<file path="config.mk">
export PLATFORM = sky130hd
export DESIGN_NAME = keypad_scanner
export DESIGN_NICKNAME = d
export VERILOG_FILES = /design/src/rtl/keypad_pkg.sv /design/src/rtl/sync2.sv /design/src/rtl/keypad_scanner.sv
export SDC_FILE = /design/constraint.sdc
export NUM_CORES = 1
export LEC_CHECK = 0
export ABC_AREA = 0
export CAP_MARGIN = 25
export CORE_MARGIN = 10
export CORE_UTILIZATION = 41
export CTS_CLUSTER_SIZE = 10
export DETAILED_ROUTE_END_ITERATION = 8
export PLACE_DENSITY = 0.71
export SETUP_SLACK_MARGIN = 0.3
export SYNTH_ARGS = -nofsm -noshare
export SYNTH_HDL_FRONTEND = slang
export SYNTH_SLANG_ARGS = --single-unit
</file>
<file path="constraint.sdc">
create_clock -name clk -period 4.6 [get_ports clk]
set_input_delay 0.46 -clock clk [delete_from_list [all_inputs] [get_ports clk]]
set_output_delay 0.46 -clock clk [all_outputs]
set_load 0.005 [all_outputs]
</file>
<file path="src/rtl/keypad_pkg.sv">
// Shared types and the key legend for the 4x4 keypad scanner.
package keypad_pkg;

  typedef enum logic [0:0] {SCAN, PRESSED} scan_state_t;

  // KEYMAP[row][col]
  localparam logic [3:0] KEYMAP [4][4] = '{
    '{4'h1, 4'h2, 4'h3, 4'hA},
    '{4'h4, 4'h5, 4'h6, 4'hB},
    '{4'h7, 4'h8, 4'h9, 4'hC},
    '{4'hE, 4'h0, 4'hF, 4'hD}
  };

  // Index of the lowest-numbered low (pressed) row; only meaningful when some row is low.
  function automatic logic [1:0] low_row(input logic [3:0] r);
    casez (r)
      4'b???0: low_row = 2'd0;
      4'b??01: low_row = 2'd1;
      4'b?011: low_row = 2'd2;
      default: low_row = 2'd3;
    endcase
  endfunction

endpackage

</file>
<file path="src/rtl/sync2.sv">
// Two-flop synchronizer; resets to all-ones so idle pulled-up lines read released.
module sync2 #(
  parameter int W = 4
) (
  input  logic         clk,
  input  logic         reset,
  input  logic [W-1:0] d,
  output logic [W-1:0] q
);

  logic [W-1:0] meta;

  always_ff @(posedge clk) begin
    if (reset) begin
      meta <= '1;
      q    <= '1;
    end else begin
      meta <= d;
      q    <= meta;
    end
  end

endmodule

</file>
<file path="src/rtl/keypad_scanner.sv">
// Column-scanning 4x4 keypad reader that locks on the first key seen until it is released.
module keypad_scanner
  import keypad_pkg::*;
#(
  parameter int SCAN_DIV       = 1000,
  parameter int RELEASE_CYCLES = 16
) (
  input  logic       clk,
  input  logic       reset,
  input  logic [3:0] rows,
  output logic [3:0] cols,
  output logic [3:0] key_code,
  output logic       key_pressed,
  output logic       key_strobe
);

  localparam int DW = $clog2(SCAN_DIV);
  localparam int RW = $clog2(RELEASE_CYCLES + 1);

  logic [3:0]    rows_s;
  scan_state_t   state, state_n;
  logic [1:0]    col_idx, col_n;
  logic [1:0]    row_idx, row_n;
  logic [DW-1:0] dwell, dwell_n;
  logic [RW-1:0] rel, rel_n;
  logic [3:0]    code_n;
  logic          pressed_n, strobe_n;

  sync2 #(.W(4)) u_sync (
    .clk   (clk),
    .reset (reset),
    .d     (rows),
    .q     (rows_s)
  );

  // Column drive follows col_idx, which stays put while a key is locked.
  assign cols = ~(4'b0001 << col_idx);

  always_ff @(posedge clk) begin
    if (reset) begin
      state       <= SCAN;
      col_idx     <= 2'd0;
      row_idx     <= 2'd0;
      dwell       <= '0;
      rel         <= '0;
      key_code    <= 4'h0;
      key_pressed <= 1'b0;
      key_strobe  <= 1'b0;
    end else begin
      state       <= state_n;
      col_idx     <= col_n;
      row_idx     <= row_n;
      dwell       <= dwell_n;
      rel         <= rel_n;
      key_code    <= code_n;
      key_pressed <= pressed_n;
      key_strobe  <= strobe_n;
    end
  end

  always_comb begin
    state_n   = state;
    col_n     = col_idx;
    row_n     = row_idx;
    dwell_n   = dwell;
    rel_n     = rel;
    code_n    = key_code;
    pressed_n = key_pressed;
    strobe_n  = 1'b0;
    unique case (state)
      SCAN: begin
        if (dwell == DW'(SCAN_DIV - 1)) begin
          dwell_n = '0;
          if (rows_s != 4'b1111) begin
            state_n   = PRESSED;
            row_n     = low_row(rows_s);
            code_n    = KEYMAP[low_row(rows_s)][col_idx];
            pressed_n = 1'b1;
            strobe_n  = 1'b1;
            rel_n     = '0;
          end else begin
            col_n = col_idx + 2'd1;
          end
        end else begin
          dwell_n = dwell + DW'(1);
        end
      end
      PRESSED: begin
        // Any low sample on the held row restarts the release window.
        if (!rows_s[row_idx]) begin
          rel_n = '0;
        end else if (rel == RW'(RELEASE_CYCLES - 1)) begin
          state_n   = SCAN;
          pressed_n = 1'b0;
          col_n     = col_idx + 2'd1;
          dwell_n   = '0;
          rel_n     = '0;
        end else begin
          rel_n = rel + RW'(1);
        end
      end
      default: state_n = SCAN;
    endcase
  end

endmodule
</file>
==> results.py, run 1 <==
metrics = {
    "hold_path": {
        "min_from": "u_sync.meta[2]$_SDFF_PP1_",
        "hp-class": "flop to flop",
        "min_path_cells": 1,
    },
    "clock_network": {
        "clockBufferDepth": 2,
        "clkSlewWorstSetupHoldPaths_ns": 0.06,
        "cts_setup_buffers": 0,
        "cts_buffers": 5,
        "ctsHoldBuffers": 0,
        "clock-sinks": 34,
        "root_buffer": "clkbuf_8",
        "cts_resized": 0,
        "clkLatencyLatePin_ns": 0.28,
        "htree_levels": 2,
        "tritoncts": "yes",
    },
    "global_routing": {
        "track_usage": 0.09035,
        "grt_pass1_vias": 1189,
        "gr-total-overflow": 0,
        "antenna_found_initial": 0,
        "grt_max_degree": 31,
        "grt_pass1_wl_um": 5485,
    },
    "floorplanning": {
        "die_y_um": 83.45,
        "fp.coreArea_um2": 3943,
        "dieArea_um2": 6963,
        "dieWidth_um": 83.45,
        "io-pin-count": 16,
        "initial_core_util": 0.4186,
        "floorplan.rows": 23,
    },
    "sta": {
        "slew_violations": 0,
        "fin_crit_ns": 2.198,
        "fmax_mhz": 455.0,
        "min_period_over_period": 0.4777,
        "worstMarginPinSlew_ns": 0.8318,
        "hold_ws_ns": 0.4093,
        "skew_ns": 0.006369,
        "fin_setup_tns_ns": 0,
        "rsz0062_at_grt": "no",
        "max-slew-margin-rel": 0.4438,
        "setup_viol": 0,
        "hold_viol": 0,
    },
    "setup_path": {
        "worst_setup_path_start_kind": "flop",
        "crit_arrival_ns": 1.74,
        "critPathLaunch": "col_idx[0]$_SDFFE_PP0P_",
        "crit_slowest_cell": "dfxtp_1",
        "r2r.worst_path.cells": 4,
        "path_delay_family": "buffers and inverters",
        "crit_buf_inv": 3,
        "critPathMostFrequentCell": "inv_1",
        "critPathKind": "flop to output port",
        "timing.rr.start": "u_sync.q[0]$_SDFF_PP1_",
        "cp.depth": 4,
        "path_max_fanout": 11,
        "max_stage_delay_ns": 0.49,
        "required_ns": 4.14,
        "crit_path_end_kind": "output port",
        "path_cells": "inv_1 -> ha_1 -> inv_1 -> clkdlybuf4s50_1",
    },
    "logic_synthesis": {
        "synth_top_family_by_area": "simple AND/OR/NAND/NOR gates",
        "synth-edff-count": 0,
        "yosys.area_share.simple": 0.2472,
        "dominantRegCellSynth": "dfxtp_1",
        "synth_xor_area_frac": 0.01061,
        "ys_top_cells_by_area": "dfxtp_1 41%, ha_1 4.5%, nand2b_1 4.5%, or2_2 3.4%, o21ai_0 3.0%",
        "syn_area_um2": 1650,
        "synth_fa_ha_area_frac": 0.04549,
        "netlist_instances": 182,
        "synthArstFlopShare": 0,
        "synth_fp_nets": 194,
        "ys_warn_count": 0,
        "ys_seq_area_frac": 0.4124,
        "synth_top_area_frac": 0.4124,
        "synth_top_cell_by_area": "dfxtp_1",
        "synth_common_cells": "34 x dfxtp_1, 12 x nand2_1, 12 x nand2b_1, 10 x inv_1, 10 x o21ai_0",
        "muxShareOfSynthArea": 0.04473,
        "synth.distinct_cells": 46,
        "synth_compound_area_frac": 0.1888,
        "ys_ff_latch": 34,
        "postSynthAreaPerCell_um2": 9.068,
        "synth.most_common_cell": "dfxtp_1",
    },
    "detailed_routing": {
        "first_pass_iters": 4,
        "num_vias": 1268,
        "wl_um": 3014,
        "drt_iter0_drc": 102,
        "highest_layer": "met4",
        "routed_via_density": 5.176,
        "ant_nets": 0,
        "wl_met2_um": 1302,
        "dr_wl_met3_um": 137,
        "wl_per_cell_um": 12.30,
        "wl_met1_um": 1540,
        "route.detailed.drc": 0,
    },
    "placed_design": {
        "portBuffers": 15,
        "placed_area_um2": 1817,
        "dpl.hpwl_um": 2210,
        "place_inst": 237,
        "gp_congestion": 0.8340,
    },
    "final_layout": {
        "multiInputGateArea_um2": 885.9,
        "fin_nets": 206,
        "regArea_um2": 680.7,
        "utilization": 0.4840,
        "antenna_cells": 0,
        "fin_cells": 245,
        "post-route-cell-area_um2": 1908,
        "area_growth_pct": 15.62,
        "fill_cells": 378,
        "drive_gt1_frac": 0.1128,
    },
    "power_and_ir_drop": {
        "clkPwrFrac": 0.401,
        "p_leak_nw": 0.7483,
        "intPower_uw": 434.9,
        "seq_power_share": 0.549,
        "p_sw_frac": 0.2184,
        "ir_drop_mv": 0.1442,
        "power_density_nw_per_um2": 291.6,
        "p_switching_uw": 121.5,
        "p_comb_frac": 0.051,
    },
    "run": {
        "maxCapViolCount": 0,
    },
    "status": {
        "status": "completed",
    },
}
-- sequential cells by signal (all words and copies together) (netlist names) --
name and cells:
key_strobe 1, row_idx 2, u_sync.meta 4, col_idx 2
key_pressed 1, state 1, key_code 4, rel 5
dwell 10, u_sync.q 4
-- worst reg2reg max path, cell delays in order (launching register included) --
cell and delay [ns]:
dfxtp_1 0.40, mux4_2 0.55, nand3_2 0.14, a21boi_4 0.22, mux2_1 0.33
-- power groups by stage --
| stage | logic, mW | registers [mW] | clock network [mW] |
|---|---|---|---|
| after CTS | 0.0284 | 0.305 | 0.229 |
| after global routing | 0.0325 | 0.306 | 0.242 |
| final | 0.0283 | 0.305 | 0.223 |
| after floorplan | 0.0222 | 0.309 | 0 |
| after global placement | 0.0278 | 0.312 | 0 |
| after detailed placement | 0.0282 | 0.312 | 0 |
-- through the flow --
| step | total power, mW | worst slack (ns) |
|---|---|---|
| 2_1_floorplan | 0.3316 | 3.008 |
| 3_3_place_gp | 0.3395 | 2.105 |
| 3_5_place_dp | 0.3402 | 2.089 |
| 4_1_cts | 0.5622 | 2.380 |
| 5_1_grt | 0.5806 | 2.192 |
| 6_report | 0.5564 | 2.402 |
-- cell type report --
cell class	instances	share of cell area
clock buffer	7	0.04525
inverter	10	0.01967
multi-input combinational	128	0.4643
sequential	34	0.3567
timing repair buffer	15	0.07869
tap	50	0.03279
clock inverter	1	0.002623
-- routing by layer --
metal	GRT usage	vias to the layer above
met1	0.1124	576
met5	0	-
met2	0.1383	19
met4	0.03196	0
met3	0.03418	2
li1	-	671
-- logic make-up after synthesis --
family	after synthesis
AND/OR/NAND/NOR	68
AO/OA/AOI/OAI	46
flip-flops	34
buffers and inverters	20
multiplexers	6
adder cells (fa/ha/maj)	6
XOR/XNOR	2
-- path summary, 6_finish.rpt --
kind,to,slack [ns]
worst max-delay path,cols[2],2.40
worst min-delay path,u_sync.q[2]$_SDFF_PP1_,0.41
worst max register to register,col_idx[0]$_SDFFE_PP0P_,2.85
worst min register to register,u_sync.q[2]$_SDFF_PP1_,0.41
-- cell usage in the layout (no fill, tap or decap), types with 2 or more instances in the layout --
| cell | instances |
|---|---|
| o2111ai_1 | 2 |
| nand2b_1 | 12 |
| a21o_1 | 4 |
| nand3_1 | 3 |
| nand2_1 | 12 |
| and4_1 | 5 |
| nand3b_1 | 2 |
| a31o_2 | 2 |
| a31oi_1 | 7 |
| o31ai_1 | 2 |
| dfxtp_1 | 34 |
| and4b_1 | 2 |
| clkbuf_8 | 6 |
| a21oi_1 | 9 |
| and2_1 | 2 |
| inv_1 | 10 |
| ha_1 | 6 |
| and3_1 | 4 |
| or2_2 | 9 |
| clkdlybuf4s50_1 | 15 |
| o21ai_0 | 10 |
| mux2i_1 | 4 |
| nor2_1 | 9 |
(Power assumes the default switching activity.)
==> inputs of run 2 (changes only) <==
==> constraint.sdc (replaced) <==
create_clock -name clk -period 2.15 [get_ports clk]
set_input_delay 0.215 -clock clk [delete_from_list [all_inputs] [get_ports clk]]
set_output_delay 0.215 -clock clk [all_outputs]
set_load 0.005 [all_outputs]
==> run 2 against run 1 <==
Non-clock buffer count increased by 2. Critical path depth unchanged. Clock power grew 110%.
==> results.py, run 2 (synthesis gave the netlist of run 1 again) <==
metrics = {
    "placed_design": {
        "dpl_worst_slack_ns": 0.4167,
        "gp_congestion": 0.7495,
        "dpl.hpwl_um": 2195,
        "portBuffers": 15,
    },
    "clock_network": {
        "cts_setup_buffers": 0,
        "ctsHoldBuffers": 0,
        "cts_buffers": 5,
        "root_buffer": "clkbuf_8",
        "clockBufferDepth": 2,
        "clkSlewWorstSetupHoldPaths_ns": 0.07,
        "htree_levels": 2,
        "tritoncts": "yes",
        "clock-sinks": 34,
        "clkLatencyLatePin_ns": 0.28,
    },
    "detailed_routing": {
        "route.detailed.drc": 0,
        "ant_nets": 0,
        "first_pass_iters": 5,
        "wl_per_cell_um": 12.34,
        "drt_iter0_drc": 146,
        "num_vias": 1303,
        "routed_via_density": 5.275,
        "wl_um": 3049,
    },
    "sta": {
        "slew_violations": 0,
        "max-slew-margin-rel": 0.7578,
        "rsz0062_at_grt": "no",
        "worstMarginPinSlew_ns": 0.3616,
        "hold_viol": 0,
        "setup_ws_ns": 0.3975,
        "hold_ws_ns": 0.4064,
        "fmax_mhz": 570.6,
        "fin_crit_ns": 1.752,
        "skew_ns": 0.004781,
        "setup_viol": 0,
        "fin_setup_tns_ns": 0,
        "min_period_over_period": 0.8151,
    },
    "global_routing": {
        "gr-total-overflow": 0,
        "antenna_found_initial": 0,
        "grt_pass1_wl_um": 5506,
        "grt_pass1_vias": 1187,
        "grt_max_degree": 30,
        "track_usage": 0.09348,
    },
    "setup_path": {
        "crit_arrival_ns": 1.92,
        "crit_slowest_cell": "mux4_2",
        "worst_setup_path_start_kind": "flop",
        "required_ns": 2.32,
        "critPathKind": "flop to flop",
        "max_stage_delay_ns": 0.55,
        "r2r.worst_path.cells": 4,
        "crit_path_end_kind": "flop",
        "path_max_fanout": 11,
        "path_cells": "mux4_2 -> nand3_2 -> a21boi_4 -> mux2_1",
        "r2r_slack_ns": 0.40,
    },
    "floorplanning": {
        "initial_core_util": 0.4186,
        "die_y_um": 83.45,
        "floorplan.rows": 23,
        "dieArea_um2": 6963,
        "io-pin-count": 16,
        "fp.coreArea_um2": 3943,
        "dieWidth_um": 83.45,
    },
    "final_layout": {
        "area_growth_pct": 16.68,
        "top_regs": "dwell x10, rel x5",
        "final_cell_mix": "33 x dfxtp_1, 15 x clkdlybuf4s50_1, 12 x nand2b_1, 12 x nand2_1",
        "drive_gt1_frac": 0.1320,
        "antenna_cells": 0,
        "utilization": 0.4884,
        "largest_reg_flops": 10,
        "final_common_cell": "dfxtp_1",
        "fin_nets": 208,
        "largest_register": "dwell",
    },
    "power_and_ir_drop": {
        "p_switching_uw": 256.3,
        "power_mw": 1.188,
        "power_density_nw_per_um2": 616.8,
        "seq_power_share": 0.550,
        "intPower_uw": 931.5,
        "p_comb_frac": 0.053,
        "ir_drop_mv": 0.3725,
        "p_leak_nw": 0.7591,
        "p_sw_frac": 0.2158,
        "clkPwrFrac": 0.397,
    },
    "hold_path": {
        "hp-class": "flop to flop",
        "min_path_cells": 1,
    },
    "run": {
        "maxCapViolCount": 0,
    },
    "status": {
        "status": "completed",
    },
}
-- run 2: cell count changes in the layout (fill, tap and decap cells not counted), sizes merged --
cell | previous run | this run
buf | 0 | 2
-- run 2: repair_timing --
item	in CTS	in global routing
endpoints found under the setup margin	2	1
gates resized for setup	1	1
cloned	0	0
-- run 2: cell type report --
type / instances / area, um^2
fill: 366 / 2017
multi-input combinational: 128 / 887.1
sequential: 34 / 681.9
timing repair buffer: 17 / 165.2
clock buffer: 7 / 86.33
tap: 50 / 62.56
inverter: 10 / 37.54
clock inverter: 1 / 5.005
-- run 2: path summary, 6_finish.rpt --
kind / from / end
setup / recovery: u_sync.q[0]$_SDFF_PP1_ / col_idx[0]$_SDFFE_PP0P_
hold / removal: u_sync.meta[2]$_SDFF_PP1_ / u_sync.q[2]$_SDFF_PP1_
setup reg to reg: u_sync.q[0]$_SDFF_PP1_ / col_idx[0]$_SDFFE_PP0P_
hold reg to reg: u_sync.meta[2]$_SDFF_PP1_ / u_sync.q[2]$_SDFF_PP1_
-- run 2: worst max-delay path: cells and delay by family, from the launching register on --
kind             cells  cell delay, ns
AO/OA/AOI/OAI        1            0.22
AND/OR/NAND/NOR      1            0.13
flip-flops           1            0.40
multiplexers         2            0.90
-- run 2: per-layer routing --
layer	part of all wire	track usage	vias to the layer above
li1	-	-	678
met1	0.50	0.1173	586
met2	0.42	0.1348	31
met3	0.051	0.02539	8
met4	0.030	0.06393	0
met5	0	0	-
-- run 2: power groups by stage --
stage | Combinational [mW] | Sequential (mW) | Clock [mW]
after detailed placement | 0.0618 | 0.667 | 0
after CTS | 0.0626 | 0.653 | 0.485
final | 0.0624 | 0.653 | 0.472
after global placement | 0.0618 | 0.667 | 0
after global routing | 0.0712 | 0.655 | 0.517
after floorplan | 0.0474 | 0.662 | 0
-- run 2: per-stage QoR --
step	instances	area, um^2
floorplan	182	1650
global placement	239	1832
detailed placement	239	1832
CTS	247	1924
global route	247	1926
finish	247	1926
==> inputs of run 3 (changes only) <==
--- a/config.mk
+++ b/config.mk
@@ -11,7 +11,7 @@
 export CORE_UTILIZATION = 41
 export CTS_CLUSTER_SIZE = 10
 export DETAILED_ROUTE_END_ITERATION = 8
-export PLACE_DENSITY = 0.71
+export PLACE_DENSITY = 0.74
 export SETUP_SLACK_MARGIN = 0.3
 export SYNTH_ARGS = -nofsm -noshare
 export SYNTH_HDL_FRONTEND = slang
==> constraint.sdc (replaced) <==
create_clock -name clk -period 1.4 [get_ports clk]
set_input_delay 0.14 -clock clk [delete_from_list [all_inputs] [get_ports clk]]
set_output_delay 0.14 -clock clk [all_outputs]
set_load 0.005 [all_outputs]
==> run 3 against run 2 <==
The flow now finishes with violations (setup timing). Sequential share of layout area is 7.8 points lower. Final area increased by 30%. First-iteration DRC count is 30% lower. Clock power grew 58%. Routed wire length is 36% higher.
==> results.py, run 3 (synthesis gave the netlist of run 1 again) <==
metrics = {
    "sta": {
        "skew_ns": 0.008936,
        "setup_ws_ns": -0.1553,
        "fin_setup_tns_ns": -1.551,
        "max-slew-margin-rel": 0.7557,
        "fin_crit_ns": 1.555,
        "rsz0062_at_grt": "yes",
        "fmax_mhz": 642.9,
        "setup_viol": 21,
        "worstMarginPinSlew_ns": 0.3632,
        "min_period_over_period": 1.111,
        "hold_viol": 0,
        "slew_violations": 0,
    },
    "final_layout": {
        "fin_cells": 294,
        "final_cell_mix": "38 x buf_4, 25 x dfxtp_1, 15 x buf_6",
        "fin_nets": 255,
        "largest_reg_flops": 10,
        "area_growth_pct": 52.01,
        "top_regs": "dwell x10, rel x5",
        "largest_register": "dwell",
        "antenna_cells": 0,
        "post-route-cell-area_um2": 2509,
        "drive_gt1_frac": 0.4713,
        "final_common_cell": "buf_4",
    },
    "floorplanning": {
        "io-pin-count": 16,
        "fp.coreArea_um2": 3943,
        "dieArea_um2": 6963,
        "dieWidth_um": 83.45,
        "initial_core_util": 0.4186,
        "die_y_um": 83.45,
        "floorplan.rows": 23,
    },
    "setup_path": {
        "crit_path_end_kind": "flop",
        "required_ns": 1.58,
        "crit_slowest_cell": "mux4_2",
        "timing.rr.start": "row_idx[0]$_SDFFE_PP0P_",
        "path_max_fanout": 2,
        "critPathKind": "flop to flop",
        "critPathLaunch": "row_idx[0]$_SDFFE_PP0P_",
        "path_cells": "mux4_2 -> nand3_2 -> a21boi_4 -> mux2_4",
        "path_delay_family": "multiplexers",
        "worst_setup_path_start_kind": "flop",
        "max_stage_delay_ns": 0.52,
        "crit_arrival_ns": 1.74,
        "crit_buf_inv": 0,
    },
    "placed_design": {
        "placed_area_um2": 2143,
        "place_inst": 273,
        "dpl.hpwl_um": 2731,
        "portBuffers": 15,
        "gp_congestion": 0.8259,
    },
    "clock_network": {
        "clockBufferDepth": 2,
        "htree_levels": 2,
        "clock-sinks": 34,
        "clkLatencyLatePin_ns": 0.29,
        "cts_buffers": 5,
        "clkSlewWorstSetupHoldPaths_ns": 0.07,
        "tritoncts": "yes",
        "root_buffer": "clkbuf_8",
    },
    "global_routing": {
        "track_usage": 0.1179,
        "grt_max_degree": 12,
        "grt_pass1_vias": 1604,
        "antenna_found_initial": 0,
        "gr-total-overflow": 0,
        "grt_pass1_wl_um": 7038,
    },
    "power_and_ir_drop": {
        "p_leak_nw": 1.059,
        "power_density_nw_per_um2": 758.5,
        "ir_drop_mv": 0.5049,
    },
    "hold_path": {
        "min_from": "u_sync.meta[1]$_SDFF_PP1_",
        "hp-class": "flop to flop",
    },
    "run": {
        "maxCapViolCount": 0,
    },
    "detailed_routing": {
        "route.detailed.drc": 0,
        "first_pass_iters": 4,
        "ant_nets": 0,
        "wl_um": 4160,
        "drt_iter0_drc": 102,
        "num_vias": 1540,
        "wl_per_cell_um": 14.15,
        "routed_via_density": 5.238,
    },
    "status": {
        "status": "finished, violations left",
        "violations": "setup timing",
    },
}
==> run 3: metal layers <==
metal / track usage / vias to the layer above / share of wire
li1: - / 774 / -
met1: 0.1312 / 728 / 0.43
met2: 0.2008 / 31 / 0.51
met3: 0.03223 / 7 / 0.049
met4: 0.05936 / 0 / 0.018
met5: 0 / - / 0
==> run 3: area by class of cell <==
| type | instances | area (um^2) |
|---|---|---|
| well taps | 50 | 62.56 |
| multi-input cells | 128 | 1064 |
| clock buffers | 7 | 86.33 |
| inverters | 10 | 42.54 |
| flip-flops and latches | 34 | 691.9 |
| repair buffers | 64 | 556.8 |
| clock inverters | 1 | 5.005 |
| fillers | 303 | 1434 |
==> run 3: repair_timing <==
action,4_1_cts,5_1_grt
resized for setup,59,15
buffers inserted,8,4
cloned,1,0
pin swaps,7,9
endpoints found under the setup margin,36,30
hold buffers,0,0
==> run 3: per-stage QoR <==
stage / hold WS [ns] / power (mW) / setup slack [ns] / util
2_1_floorplan: 0.2438 / 1.098 / -0.1478 / -
3_3_place_gp: 0.3924 / 1.158 / -0.1290 / 0.5436
3_5_place_dp: 0.3952 / 1.161 / -0.2006 / 0.5436
4_1_cts: 0.4060 / 1.909 / -0.1526 / 0.6131
5_1_grt: 0.4138 / 1.976 / -0.2160 / 0.6363
6_report: 0.4097 / 1.903 / -0.1553 / 0.6363
==> run 3: worst paths after layout <==
check | to | slack [ns] | cells past startpoint
max reg2reg | col_idx[0]$_SDFFE_PP0P_ | -0.16 | 4
max | col_idx[0]$_SDFFE_PP0P_ | -0.16 | 4
min reg2reg | u_sync.q[1]$_SDFF_PP1_ | 0.41 | 1
min | u_sync.q[1]$_SDFF_PP1_ | 0.41 | 1
==> run 3: report_power, final <==
group / leakage [nW] / switching, mW / internal, mW / total, mW
Clock: 0.0482 / 0.349 / 0.396 / 0.745
Combinational: 0.733 / 0.0733 / 0.0873 / 0.161
Sequential: 0.279 / 0.0103 / 0.987 / 0.997
Total: 1.06 / 0.432 / 1.47 / 1.90
